**config.mk**
```make
export PLATFORM = sky130hd
export DESIGN_NAME = rrc_interp_fir
export DESIGN_NICKNAME = d
export VERILOG_FILES = /design/src/rtl/rrc_interp_fir_pkg.sv /design/src/rtl/rrc_interp_fir_coef_bank.sv /design/src/rtl/rrc_interp_fir.sv
export SDC_FILE = /design/constraint.sdc
export NUM_CORES = 1
export LEC_CHECK = 0
export ABC_AREA = 1
export CORE_UTILIZATION = 25
export DETAILED_ROUTE_END_ITERATION = 6
export PLACE_DENSITY = 0.49
export SLEW_MARGIN = 20
export SYNTH_ARGS = -nofsm -noshare
export SYNTH_HDL_FRONTEND = slang
export SYNTH_SLANG_ARGS = --single-unit
export TNS_END_PERCENT = 100
```
**constraint.sdc**
```tcl
create_clock -name clk -period 5.3 [get_ports clk]
set_input_delay 0.53 -clock clk [delete_from_list [all_inputs] [get_ports clk]]
set_output_delay 0.53 -clock clk [all_outputs]
set_load 0.02 [all_outputs]
```
**src/rtl/rrc_interp_fir_pkg.sv**
```systemverilog
// Shared definitions for the RRC polyphase interpolator: symbol codes,
// FSM encoding and width helpers used by the top level and the coefficient bank.
package rrc_interp_fir_pkg;

  typedef enum logic [1:0] {
    S_WAIT = 2'd0,
    S_MAC  = 2'd1,
    S_OUT  = 2'd2
  } state_t;

  localparam logic [1:0] SYM_POS  = 2'b01;
  localparam logic [1:0] SYM_NEG  = 2'b11;
  localparam logic [1:0] SYM_ZERO = 2'b00;

  // Index width that stays at least one bit wide for degenerate sizes.
  function automatic int safe_w(input int n);
    return (n > 1) ? $clog2(n) : 1;
  endfunction

  // Accumulator width: coefficient plus growth for TAPS_PER_PHASE terms plus sign.
  function automatic int acc_width(input int coeff_w, input int taps);
    return coeff_w + ((taps > 1) ? $clog2(taps) : 0) + 1;
  endfunction

endpackage

```
**src/rtl/rrc_interp_fir_coef_bank.sv**
```systemverilog
// Runtime-writable coefficient register file, cleared by reset,
// with a gated write port and an asynchronous (combinational) read port.
module rrc_interp_fir_coef_bank
  import rrc_interp_fir_pkg::*;
#(
  parameter int NUM_TAPS    = 40,
  parameter int COEFF_WIDTH = 14,
  parameter int AW          = safe_w(NUM_TAPS)
) (
  input  logic                          clk,
  input  logic                          rst_n,
  input  logic                          i_we,
  input  logic [AW-1:0]                 i_waddr,
  input  logic signed [COEFF_WIDTH-1:0] i_wdata,
  input  logic [AW-1:0]                 i_raddr,
  output logic signed [COEFF_WIDTH-1:0] o_rdata
);

  logic signed [COEFF_WIDTH-1:0] r_coef [NUM_TAPS];

  always_ff @(posedge clk or negedge rst_n) begin
    if (!rst_n) begin
      for (int i = 0; i < NUM_TAPS; i++) r_coef[i] <= '0;
    end else if (i_we && (int'(i_waddr) < NUM_TAPS)) begin
      r_coef[i_waddr] <= i_wdata;
    end
  end

  assign o_rdata = (int'(i_raddr) < NUM_TAPS) ? r_coef[i_raddr] : '0;

endmodule

```
**src/rtl/rrc_interp_fir.sv**
```systemverilog
// Multi-channel polyphase RRC interpolator: one 2-bit symbol per channel in,
// SPS scaled samples out, one tap per cycle through an add/subtract accumulator.
module rrc_interp_fir
  import rrc_interp_fir_pkg::*;
#(
  parameter int NUM_CH         = 2,
  parameter int SPS            = 10,
  parameter int TAPS_PER_PHASE = 4,
  parameter int COEFF_WIDTH    = 14,
  parameter int OUTPUT_WIDTH   = 16,
  parameter int OUT_SHIFT      = 0,
  localparam int NUM_TAPS      = SPS * TAPS_PER_PHASE,
  localparam int AW            = safe_w(NUM_TAPS),
  localparam int PW            = safe_w(SPS)
) (
  input  logic                           clk,
  input  logic                           rst_n,
  input  logic                           in_valid,
  output logic                           in_ready,
  input  logic [2*NUM_CH-1:0]            in_sym,
  output logic                           out_valid,
  input  logic                           out_ready,
  output logic [OUTPUT_WIDTH*NUM_CH-1:0] out_data,
  output logic [PW-1:0]                  out_phase,
  input  logic                           coef_we,
  input  logic [AW-1:0]                  coef_addr,
  input  logic [COEFF_WIDTH-1:0]         coef_data
);

  localparam int     KW      = safe_w(TAPS_PER_PHASE);
  localparam int     ACC_W   = acc_width(COEFF_WIDTH, TAPS_PER_PHASE);
  localparam longint RND     = (longint'(1) << OUT_SHIFT) >> 1;
  localparam longint SAT_MAX = (longint'(1) << (OUTPUT_WIDTH - 1)) - 1;
  localparam longint SAT_MIN = -SAT_MAX - 1;

  function automatic longint f_round(input logic signed [ACC_W-1:0] acc);
    return (longint'(acc) + RND) >>> OUT_SHIFT;
  endfunction

  // Clamping never triggers when OUTPUT_WIDTH covers the accumulator, which
  // makes this a plain sign extension in that case.
  function automatic logic signed [OUTPUT_WIDTH-1:0] f_sat(input longint v);
    longint c;
    c = v;
    if (c > SAT_MAX) c = SAT_MAX;
    else if (c < SAT_MIN) c = SAT_MIN;
    return OUTPUT_WIDTH'(c);
  endfunction

  state_t                        r_state, w_state_nxt;
  logic [PW-1:0]                 r_phase;
  logic [KW-1:0]                 r_k;
  logic [1:0]                    r_dly [NUM_CH][TAPS_PER_PHASE];
  logic signed [ACC_W-1:0]       r_acc [NUM_CH];
  logic signed [ACC_W-1:0]       w_acc_nxt [NUM_CH];
  logic [OUTPUT_WIDTH*NUM_CH-1:0] r_out_data;
  logic [PW-1:0]                 r_out_phase;
  logic [AW-1:0]                 w_raddr;
  logic signed [COEFF_WIDTH-1:0] w_coef;
  logic                          w_coef_we;
  logic                          w_last_tap;
  logic                          w_last_phase;

  assign in_ready     = (r_state == S_WAIT);
  assign out_valid    = (r_state == S_OUT);
  assign out_data     = r_out_data;
  assign out_phase    = r_out_phase;
  assign w_last_tap   = (r_k == KW'(TAPS_PER_PHASE - 1));
  assign w_last_phase = (r_phase == PW'(SPS - 1));
  // A write on the same edge as a symbol accept would race the MAC start, so it is dropped.
  assign w_coef_we    = coef_we && in_ready && !in_valid;
  assign w_raddr      = AW'(int'(r_phase) + int'(r_k) * SPS);

  rrc_interp_fir_coef_bank #(
    .NUM_TAPS    (NUM_TAPS),
    .COEFF_WIDTH (COEFF_WIDTH),
    .AW          (AW)
  ) u_coef_bank (
    .clk     (clk),
    .rst_n   (rst_n),
    .i_we    (w_coef_we),
    .i_waddr (coef_addr),
    .i_wdata (coef_data),
    .i_raddr (w_raddr),
    .o_rdata (w_coef)
  );

  always_comb begin
    w_state_nxt = r_state;
    case (r_state)
      S_WAIT:  if (in_valid) w_state_nxt = S_MAC;
      S_MAC:   if (w_last_tap) w_state_nxt = S_OUT;
      S_OUT:   if (out_ready) w_state_nxt = w_last_phase ? S_WAIT : S_MAC;
      default: w_state_nxt = S_WAIT;
    endcase
  end

  // Multiply by +1/-1/0 reduces to add, subtract or hold; code 10 is illegal and treated as zero.
  always_comb begin
    for (int c = 0; c < NUM_CH; c++) begin
      w_acc_nxt[c] = r_acc[c];
      case (r_dly[c][r_k])
        SYM_POS:  w_acc_nxt[c] = r_acc[c] + ACC_W'(w_coef);
        SYM_NEG:  w_acc_nxt[c] = r_acc[c] - ACC_W'(w_coef);
        SYM_ZERO: w_acc_nxt[c] = r_acc[c];
        default:  w_acc_nxt[c] = r_acc[c];
      endcase
    end
  end

  always_ff @(posedge clk or negedge rst_n) begin
    if (!rst_n) begin
      r_state     <= S_WAIT;
      r_phase     <= '0;
      r_k         <= '0;
      r_out_data  <= '0;
      r_out_phase <= '0;
      for (int c = 0; c < NUM_CH; c++) begin
        r_acc[c] <= '0;
        for (int k = 0; k < TAPS_PER_PHASE; k++) r_dly[c][k] <= 2'b00;
      end
    end else begin
      r_state <= w_state_nxt;
      case (r_state)
        S_WAIT: begin
          if (in_valid) begin
            r_phase <= '0;
            r_k     <= '0;
            for (int c = 0; c < NUM_CH; c++) begin
              r_acc[c]    <= '0;
              r_dly[c][0] <= in_sym[2*c +: 2];
              for (int k = 1; k < TAPS_PER_PHASE; k++) r_dly[c][k] <= r_dly[c][k-1];
            end
          end
        end
        S_MAC: begin
          r_k <= r_k + KW'(1);
          for (int c = 0; c < NUM_CH; c++) r_acc[c] <= w_acc_nxt[c];
          if (w_last_tap) begin
            r_out_phase <= r_phase;
            for (int c = 0; c < NUM_CH; c++)
              r_out_data[c*OUTPUT_WIDTH +: OUTPUT_WIDTH] <= f_sat(f_round(w_acc_nxt[c]));
          end
        end
        S_OUT: begin
          if (out_ready && !w_last_phase) begin
            r_phase <= r_phase + PW'(1);
            r_k     <= '0;
            for (int c = 0; c < NUM_CH; c++) r_acc[c] <= '0;
          end
        end
        default: ;
      endcase
    end
  end

endmodule

```
# Word level (Yosys, flattened, before mapping)
# Cells that the tools add are included.
# op_classes
addsub	7
multipliers	1
n_div	0
n_lt_le_gt_ge	10
eq_ne	12
shifts	0
mux	33
n_bitwise	3
n_reduce_logical	15
# op_table
cell	count
$bwmux W560	1
$pmux W34 S3	1
$bmux W14 S6	1
$demux W14 S6	1
$mux W34	2
$pmux W17 S2	2
$mux W16	4
$mux W14	4
$add A17 B14 Y17	2
$gt A17 B16 Y1 const B	2
$lt A17 B16 Y1 const B	2
$sub A17 B14 Y17	2
$mux W2	9
$ge A7 B7 Y1 const B	2
$not A6 Y7	2
$lt A6 B6 Y1 const B	2
$pmux W2 S3	2
$reduce_and A3 Y1	3
$bmux W2 S2	2
$eq A2 B2 Y1 const B	4
$mux W4	2
$pmux W4 S2	1
$lt A7 B1 Y1 const B	1
$add A4 B6 Y6	1
other kinds (16)	26
# totals
reg_bits	654
latchBits	0
mem_bits_rw	0
mem_bits_ro	0
in_bits	29
out_inout_bits	38
word_cells	136
n_memories	0

# Longest topological paths before layout
# Gate-level depths: netlist of run 1.
# depth
depth_word	12
mapped_depth	40
mapped_depth_nobuf	37

# By module
# From an unflattened synthesis of run 1, not the netlist that was laid out.
# hier_totals
hier_cells	4153
area_unflattened_um2	32458.6
# modules_own_cells
module	instances	cells_per_inst	area_per_inst_um2	seq_area_each_um2
rrc_interp_fir_coef_bank	1	3192	25504.5	14013.4
rrc_interp_fir	1	961	6954.2	2352.3

# Least setup slack after synthesis of run 1
# No wires, ideal clock.
# synth_timing
kind	reg2reg
start	register r_k[0]
end	register r_out_data[10], in the netlist out_data[10]
setup_ns	0.066
arrival_time_ns	5.606
required_ns	5.234
setup_slack_ns	-0.372
stages_incl_launch_ff	35
n_path_buf	4
period_less_slack_ns	5.672
cell_sequence	dfrtp_1 > ha_1 > fa_1 > buf_2 > clkinv_1 > clkbuf_1 > clkbuf_1 > o21ai_0 > o211ai_1 > nand3_1 > nand2_1 > ha_1 > inv_1 > nor2_2 > nand4_2 > nor3_1 > xor2_1 > nand2_1 > o21ai_0 > ha_1 > a21oi_1 > o21ai_0 > a31oi_1 > o21ai_0 > nand2_1 > a21oi_1 > or2_2 > or2_2 > nand3_1 > o21ai_0 > nand3b_2 > buf_4 > nand2_1 > nand2_1 > nand2_1
# synth_via
elab_chain_len	12
elab_cells_between_ends	23
cone_classes	add/sub (3); mul (1); order compare (3); eq/ne (3); mux (10); bitwise (2); reduce/logical (1)
# synth_rtl
element	line	rtl
from (decl)	rrc_interp_fir.sv:52	logic [KW-1:0] r_k;
from (signal assigned)	rrc_interp_fir.sv:137	r_k <= r_k + KW'(1);
$mul A2 B3 Y5	rrc_interp_fir.sv:72	assign w_raddr = AW'(int'(r_phase) + int'(r_k) * SPS);
$add A4 B6 Y6	rrc_interp_fir.sv:72	
$not A6 Y7 (not written as such)	rrc_interp_fir_coef_bank.sv:29	assign o_rdata = (int'(i_raddr) < NUM_TAPS) ? r_coef[i_raddr] : '0;
$bmux W14 S6	rrc_interp_fir_coef_bank.sv:29	
$mux W14 (not written as such) (2 in series)	rrc_interp_fir_coef_bank.sv:29	
$mux W14	rrc_interp_fir_coef_bank.sv:29	
$sub A17 B14 Y17 or $add A17 B14 Y17 (tied branches)	rrc_interp_fir.sv:104, rrc_interp_fir.sv:103	
$pmux W17 S2	rrc_interp_fir.sv:102	case (r_dly[c][r_k])
$lt A17 B16 Y1	rrc_interp_fir.sv:46	else if (c < SAT_MIN) c = SAT_MIN;
$mux W16	rrc_interp_fir.sv:46	
$mux W16	rrc_interp_fir.sv:45	if (c > SAT_MAX) c = SAT_MAX;
to (signal, indexed assignment)	rrc_interp_fir.sv:142	r_out_data[c*OUTPUT_WIDTH +: OUTPUT_WIDTH] <= f_sat(f_round(w_acc_nxt[c]));
to (decl)	rrc_interp_fir.sv:56	logic [OUTPUT_WIDTH*NUM_CH-1:0] r_out_data;
# Parallel ways exist; a longest one is shown, timed or not. The select of a mux whose other input is x is not followed.
# A chain may end at the register's enable or synchronous reset.

# Worst setup path in the final report of run 1
# layout_timing
start	register r_phase[1]
end	register r_out_data[22], in the netlist out_data[22]
# layout_via
elab_chain_len	11
elab_cells_between_ends	14
cone_classes	add/sub (3); order compare (3); mux (7); bitwise (1)
# layout_rtl
element	line	rtl
from (decl)	rrc_interp_fir.sv:51	logic [PW-1:0] r_phase;
from (signal assigned)	rrc_interp_fir.sv:147	r_phase <= r_phase + PW'(1);
$add A4 B6 Y6 (*)	rrc_interp_fir.sv:72	
$not A6 Y7 (not written as such)	rrc_interp_fir_coef_bank.sv:29	
$bmux W14 S6	rrc_interp_fir_coef_bank.sv:29	
$mux W14 (not written as such) (2 in series)	rrc_interp_fir_coef_bank.sv:29	
$mux W14 (*)	rrc_interp_fir_coef_bank.sv:29	
$sub A17 B14 Y17 or $add A17 B14 Y17 (tied branches)	rrc_interp_fir.sv:104, rrc_interp_fir.sv:103	
$pmux W17 S2 (*)	rrc_interp_fir.sv:102	
$lt A17 B16 Y1	rrc_interp_fir.sv:46	
$mux W16	rrc_interp_fir.sv:46	
$mux W16 (*)	rrc_interp_fir.sv:45	
# Mark *: on every way between the ends. The rest lies on a longest branch, timed or not. The select of a mux whose other input is x is not followed.

==> results.yml, run 1 <==
setup_path:
  r2r_cells: 36
  worstSetupEndpointType: "register"
  critical_path.max_stage_delay_ps: 860
  worst_flop_to_flop_path_startpoint: "r_phase[1]$_DFFE_PN0P_"
  largest_delay_contributor_family_on_the_critical_path: "buffers and inverters"
  cp_data_required_time_ps: 5860
  timing.critical_path.buf_inv: 14
  setup.worst_path.class: "register to register"
  largest_driver_fanout_on_the_critical_path: 4
  worst_setup_path_start_kind: "register"
  crit_top_cell: "buf_4"
  crit_path_top_delay_cell: "fa_4"
  cp_data_arrival_time_ps: 6110
  r2r_end: "out_data[22]$_DFFE_PN0P_"
  rrSetupSlack_ps: -250
floorplan:
  die_width_um: 359
  chipHeight_um: 359
  floorplan.rows: 130
  boundary_pins: 67
  coreArea_um2: 126000
  start_util_pct: 25.3
  fp.dieArea_um2: 129000
synth:
  ys_top_cells_by_area: "dfrtp_1 51%, nand2_1 17%, o21ai_0 11%"
  nets_in_the_synthesized_netlist: 4124
  yosysWarningCount: 0
  cell_area_after_synthesis_um2: 31900
  register_bit_count_reported_by_yosys: 654
  post-synth-top-count-cell: "nand2_1"
  synth_ff_type: "dfrtp_1"
  post_synth_most_frequent_cells: "1448 x nand2_1, 692 x o21ai_0, 654 x dfrtp_1"
  ys_async_sr_fraction_pct: 100
  yosys.area.top_type_share_pct: 51.4
  synth-edff-count: 0
  synth_sequential_area_ratio_pct: 51.4
  netlist_instances: 4053
  synth.largest_area_cell: "dfrtp_1"
  synthesis.area_per_instance_um2: 7.86
  yosysUniqueCellTypes: 50
layout:
  finish.utilization_pct: 31.8
  drive_gt1_share_pct: 16.5
  finalInstanceArea_um2: 40000
  instances_no_fill: 5969
  synthToLayoutAreaGrowth_pct: 25.6
  n_fill_cell: 13500
  net_count_of_the_finished_layout: 4327
power:
  power.static_leakage_nw: 18.0
  post-layout-total-power_mw: 29.3
  power_density_nw_per_um2: 731
  max-vdd-ir-drop_mv: 0.494
drt:
  drt_wl_total_um: 107000
  drt_drc_violations_left: 0
  drt-initial-drc-count: 2485
  number_of_nets_still_failing_antenna_checks_after_routing: 0
  pre_antenna_drt_iters: 5
  detailroute.via_count: 28200
  routed_via_density: 4.72
  drt-wirelength-per-cell_um: 18.0
placement:
  post-place-cells: 5782
  place_area_um2: 35900
  gp_routability_congestion: 0.919
  dp_hpwl_um: 69000
  number_of_buffers_added_on_ports: 66
  dp_slack_ps: -594
job:
  number_of_max_capacitance_violations_reported: 0
sta:
  final_max_slew_viol_count: 0
  hold_slack_ps: -40.3
  setup_ws_final_ps: -246
  clock-skew-final_ps: 33.5
  setup_violations: 36
  timing_worst_slew_pin_value_ps: 1070
  hold_viol_final: 21
  fmax_mhz: 180
  finalSetupTns_ps: -6920
  fin_crit_sh_pct: 105
  grt_setup_unrepaired: "yes"
  fin_crit_ps: 5550
  relSlewSlack_pct: 28.2
run_status:
  violated_checks: "hold timing, setup timing"
  outcome: "finished, violations left"
global_route:
  pin_count_of_the_biggest_net_entering_global_routing: 110
  global_route.usage.total_pct: 16.5
  grt_antenna_before_repair: 4
  grt_pass1_vias: 27300
  grt_first_pass_wirelength_um: 168000
  overflow: 0
clock_tree:
  clk_path_buf_depth: 3
  cts_max_level: 3
  tritoncts: "done"
  clock-root-buffer: "clkbuf_16"
  clock_latency_ps: 650
  cts.reportedPaths.clkPinSlew_ps: 60
  clock_buffers_created_by_tritoncts: 77
  tritoncts_num_sinks: 654
hold_path:
  hold_path.class: "input pin to async pin"
==> layout by cell type, fill, tap and decap left out, drive strengths merged, types with 2 or more instances in the layout <==
master         instances
nor2                  99
bufinv                 4
clkinv                25
a31oi                  5
o221ai                 6
a221oi                 3
o22ai                 13
buf                  338
a22oi                 14
diode                  3
nand2               1462
inv                  134
fa                     3
nand3                458
o211ai                 2
a211oi                 2
dfrtp                654
nand3b                 4
o21ai                702
xor2                  16
nor3                   5
clkbuf               113
a32o                   3
clkdlybuf4s50         65
nand4                 12
or2                   14
nor4                   4
o21bai                 4
a21oi                100
a221o                  5
ha                    39
==> cell families after synthesis <==
family / after synthesis / share of synthesized area (%)
flip-flops: 654 / 51.4
AND/OR/NAND/NOR: 2057 / 26.6
XOR/XNOR: 17 / 0.467
AO/OA/AOI/OAI: 864 / 14.2
buffers and inverters: 419 / 5.72
adder cells (fa/ha/maj): 42 / 1.72
==> worst max-delay path by stage <==
stage / start / to / slack, ps / cells after the start
global route: r_phase[1]$_DFFE_PN0P_ / out_data[0]$_DFFE_PN0P_ / -480 / 31
CTS: r_phase[1]$_DFFE_PN0P_ / out_data[2]$_DFFE_PN0P_ / -230 / 33
floorplan: r_k[0]$_DFFE_PN0P_ / out_data[10]$_DFFE_PN0P_ / 6 / 36
global placement: r_phase[1]$_DFFE_PN0P_ / out_data[1]$_DFFE_PN0P_ / -530 / 34
finish: r_phase[1]$_DFFE_PN0P_ / out_data[22]$_DFFE_PN0P_ / -250 / 36
detailed placement: r_phase[1]$_DFFE_PN0P_ / out_data[2]$_DFFE_PN0P_ / -590 / 32
==> layer usage <==
layer	vias up	share of wire, %	track usage (%)
met5	-	0.012	0
met4	2	2.6	4.59
met3	138	4.8	2.49
met2	598	45	25.9
met1	13600	48	23.4
li1	13800	-	-
==> worst reg2reg max path, delay by kind of cell, from the launching register on <==
kind | cells | cell delay [ps]
DFF | 1 | 410
xor gates and xnor gates | 1 | 150
AOI/OAI and AO/OA | 6 | 870
buffers and inverters | 14 | 1630
adders and majority gates | 4 | 1510
and+or+nand+nor | 11 | 930
==> power by group <==
group          leakage, nW  internal [mW]  switching, mW
clock network         1.28           3.17           2.25
logic                 7.72           7.58           10.3
registers             8.98           5.56          0.371
==> state kept, by name (all words and copies together), names as in the netlist <==
signal and count:
r_acc 34, out_phase 4, r_dly 16, r_k 2, r_state 2, r_phase 4, u_coef_bank.r_coef 560, out_data 32
==> what timing repair did <==
action                     4_1_cts  5_1_grt
resized for setup              136      180
hold buffers                     0        0
gates cloned                     3        2
setup buffers                   26       16
setup endpoints to repair       46       52
pin swaps                       43       83
==> layout make-up <==
cell class / count / area, um2 / share of cell area, %
clock buffers: 111 / 2260 / 5.63
repair buffers: 406 / 3720 / 9.30
well taps: 1650 / 2060 / 5.16
clock inverters: 28 / 320 / 0.800
flip-flops and latches: 654 / 16400 / 40.9
multi-input cells: 2981 / 14800 / 36.9
inverters: 136 / 528 / 1.32
diodes: 3 / 7.51 / 0.0188
Note: power is estimated with default switching activity, not from simulation.
==> inputs of run 2 (changes only) <==
--- a/config.mk
+++ b/config.mk
@@ -6,11 +6,13 @@
 export NUM_CORES = 1
 export LEC_CHECK = 0
 export ABC_AREA = 1
+export CORE_MARGIN = 4
 export CORE_UTILIZATION = 25
 export DETAILED_ROUTE_END_ITERATION = 6
 export PLACE_DENSITY = 0.49
 export SLEW_MARGIN = 20
 export SYNTH_ARGS = -nofsm -noshare
 export SYNTH_HDL_FRONTEND = slang
+export SYNTH_HIERARCHICAL = 1
 export SYNTH_SLANG_ARGS = --single-unit
 export TNS_END_PERCENT = 100
==> results.yml, run 2 <==
run_status:
  outcome: "finished, violations left"
  violated_checks: "hold timing"
clock_tree:
  clock-root-buffer: "clkbuf_16"
  tritoncts_num_sinks: 654
  cts_max_level: 3
  tritoncts: "done"
  clk_path_buf_depth: 3
  cts.hold.buffers_added: 0
  cts.reportedPaths.clkPinSlew_ps: 60
  clock_buffers_created_by_tritoncts: 77
  clock_latency_ps: 650
layout:
  diodes: 0
  synthToLayoutAreaGrowth_pct: 22.5
  n_fill_cell: 13700
  largest_register: "u_coef_bank/r_coef"
  layout_common_cells: "1402 x nand2_1, 653 x dfrtp_1, 643 x o21ai_0, 354 x nand3_1, 207 x buf_4"
  drive_gt1_share_pct: 15.6
  flip_flop_count_of_the_largest_register_after_layout: 560
  layout_commonest_cell: "nand2_1"
  net_count_of_the_finished_layout: 4320
  instances_no_fill: 6036
drt:
  detailroute.via_count: 28300
  drt-initial-drc-count: 2429
  routed_via_density: 4.69
  number_of_nets_still_failing_antenna_checks_after_routing: 0
  drt-wirelength-per-cell_um: 17.7
  pre_antenna_drt_iters: 6
  drt_drc_violations_left: 0
  drt_wl_total_um: 107000
placement:
  number_of_buffers_added_on_ports: 66
  post-place-cells: 5861
  gp_routability_congestion: 0.881
  dp_hpwl_um: 66700
global_route:
  grt_antenna_before_repair: 2
  grt_first_pass_wirelength_um: 166000
  grt_pass1_vias: 26700
  overflow: 0
  global_route.usage.total_pct: 15.5
  pin_count_of_the_biggest_net_entering_global_routing: 146
sta:
  fin_crit_sh_pct: 96.1
  final_max_slew_viol_count: 0
  hold_slack_ps: -0.113
  relSlewSlack_pct: 27.7
  grt_setup_unrepaired: "yes"
  clock-skew-final_ps: 51.5
  timing_worst_slew_pin_value_ps: 1080
  fmax_mhz: 196
  hold_viol_final: 1
  setup_violations: 0
  fin_crit_ps: 5100
floorplan:
  coreArea_um2: 128000
  fp.dieArea_um2: 136000
  boundary_pins: 67
  chipHeight_um: 368
  floorplan.rows: 131
  die_width_um: 368
  start_util_pct: 25.3
job:
  number_of_max_capacitance_violations_reported: 0
setup_path:
  crit_top_cell: "nand2_1"
  worst_setup_path_start_kind: "register"
  cp_data_required_time_ps: 5790
  worstSetupEndpointType: "register"
  cp_data_arrival_time_ps: 5590
  worst_setup_path_startpoint: "r_k[0]$_DFFE_PN0P_"
  critical_path.max_stage_delay_ps: 480
  worst_flop_to_flop_path_startpoint: "r_k[0]$_DFFE_PN0P_"
  setup.worst_path.class: "register to register"
  crit_path_top_delay_cell: "fa_2"
  largest_driver_fanout_on_the_critical_path: 8
power:
  power_density_nw_per_um2: 689
  max-vdd-ir-drop_mv: 0.352
  power.static_leakage_nw: 18.1
synth:
  synth_ff_type: "dfrtp_1"
  synthesis.area_per_instance_um2: 7.82
  register_bit_count_reported_by_yosys: 654
  ys_async_sr_fraction_pct: 100
  yosysUniqueCellTypes: 43
  post-synth-top-count-cell: "nand2_1"
  netlist_instances: 4153
  yosysWarningCount: 6
  synth-edff-count: 0
  synth.largest_area_cell: "dfrtp_1"
  synth_sequential_area_ratio_pct: 50.4
  cell_area_after_synthesis_um2: 32500
  yosys.area.top_type_share_pct: 50.4
  nets_in_the_synthesized_netlist: 4224
  ys_top_cells_by_area: "dfrtp_1 50%, nand2_1 17%, o21ai_0 10%"
  post_synth_most_frequent_cells: "1455 x nand2_1, 656 x o21ai_0, 654 x dfrtp_1"
hold_path:
  hold_path.class: "input pin to async pin"
==> run 2: changes by cell type after synthesis, sizes merged, moves of 14 or more <==
cell / change
a21oi: -49
or2: +21
clkbuf: +51
nor2: +16
a22oi: -14
inv: +65
buf: -46
a21boi: +16
nand2: +51
nand3: -50
==> run 2: through the flow <==
step / worst slack (ps) / TNS (ps) / power [mW] / util, % / instance area, um2
after floorplan: 305 / 0 / 14.6 / - / 32500
after global placement: -167 / -3910 / 20.3 / 28.0 / 35900
after detailed placement: -187 / -4180 / 20.4 / 28.0 / 35900
after CTS: 1.00 / 0 / 26.0 / 30.1 / 38600
after global routing: -46.2 / -899 / 29.5 / 31.0 / 39800
final: 204 / 0 / 27.4 / 31.0 / 39800
==> run 2: worst max-delay path, delay by kind of cell (launching register included) <==
kind / cells / cell delay [ps]
simple gates: 21 / 2370
flops: 1 / 410
fa+ha+maj: 3 / 880
compound gates: 3 / 280
buf+inv: 9 / 990
==> run 2: logic make-up (layout without fill, tap and decap cells) <==
logic type	after synthesis	count (layout)	share of synthesized area [%]
adders and majority gates	42	42	1.69
and+or+nand+nor	2102	2104	27.3
xor gates and xnor gates	29	29	0.783
AOI/OAI and AO/OA	840	840	13.9
buffers and inverters	486	638	5.94
DFF	654	654	50.4
==> run 2: worst paths after layout <==
kind | to | slack, ps | cells past startpoint
max reg2reg | out_data[16]$_DFFE_PN0P_ | 200 | 36
min in group clk | u_coef_bank/r_coef[25]$_DFFE_PN0P_ | 480 | 2
min reg2reg | u_coef_bank/r_coef[25]$_DFFE_PN0P_ | 480 | 2
max in group asynchronous | u_coef_bank/r_coef[130]$_DFFE_PN0P_ | 3910 | 2
min | u_coef_bank/r_coef[190]$_DFFE_PN0P_ | -0.1 | 1
max | out_data[16]$_DFFE_PN0P_ | 200 | 36
==> run 2: where the power goes <==
part           total [mW]  internal [mW]  switching (mW)
registers            6.09           5.68           0.411
logic                15.8           6.17            9.64
clock network        5.48           3.24            2.24
==> run 2: cell type report <==
| type | count | area [um2] | share of cell area, % |
|---|---|---|---|
| Clock buffer | 110 | 2230 | 5.61 |
| Clock inverter | 27 | 372 | 0.935 |
| Inverter | 198 | 777 | 1.95 |
| Multi-Input combinational cell | 3015 | 15000 | 37.8 |
| Sequential cell | 654 | 16400 | 41.2 |
| Tap cell | 1729 | 2160 | 5.44 |
| Timing Repair Buffer | 303 | 2810 | 7.06 |
==> run 2: routing by layer <==
metal	part of all wire [%]	vias to the layer above	wire, um	track usage (%)
met3	5.6	136	5960	2.30
met4	2.5	0	2690	4.11
met1	49	13600	52600	23.2
met5	0	-	0	0
li1	-	13800	-	-
met2	43	754	45800	23.0
==> run 2: repair_timing <==
action,CTS,global route
gates cloned,1,6
resized for setup,6,213
endpoints found under the setup margin,33,49
pin swaps,1,75
buffers inserted,1,31
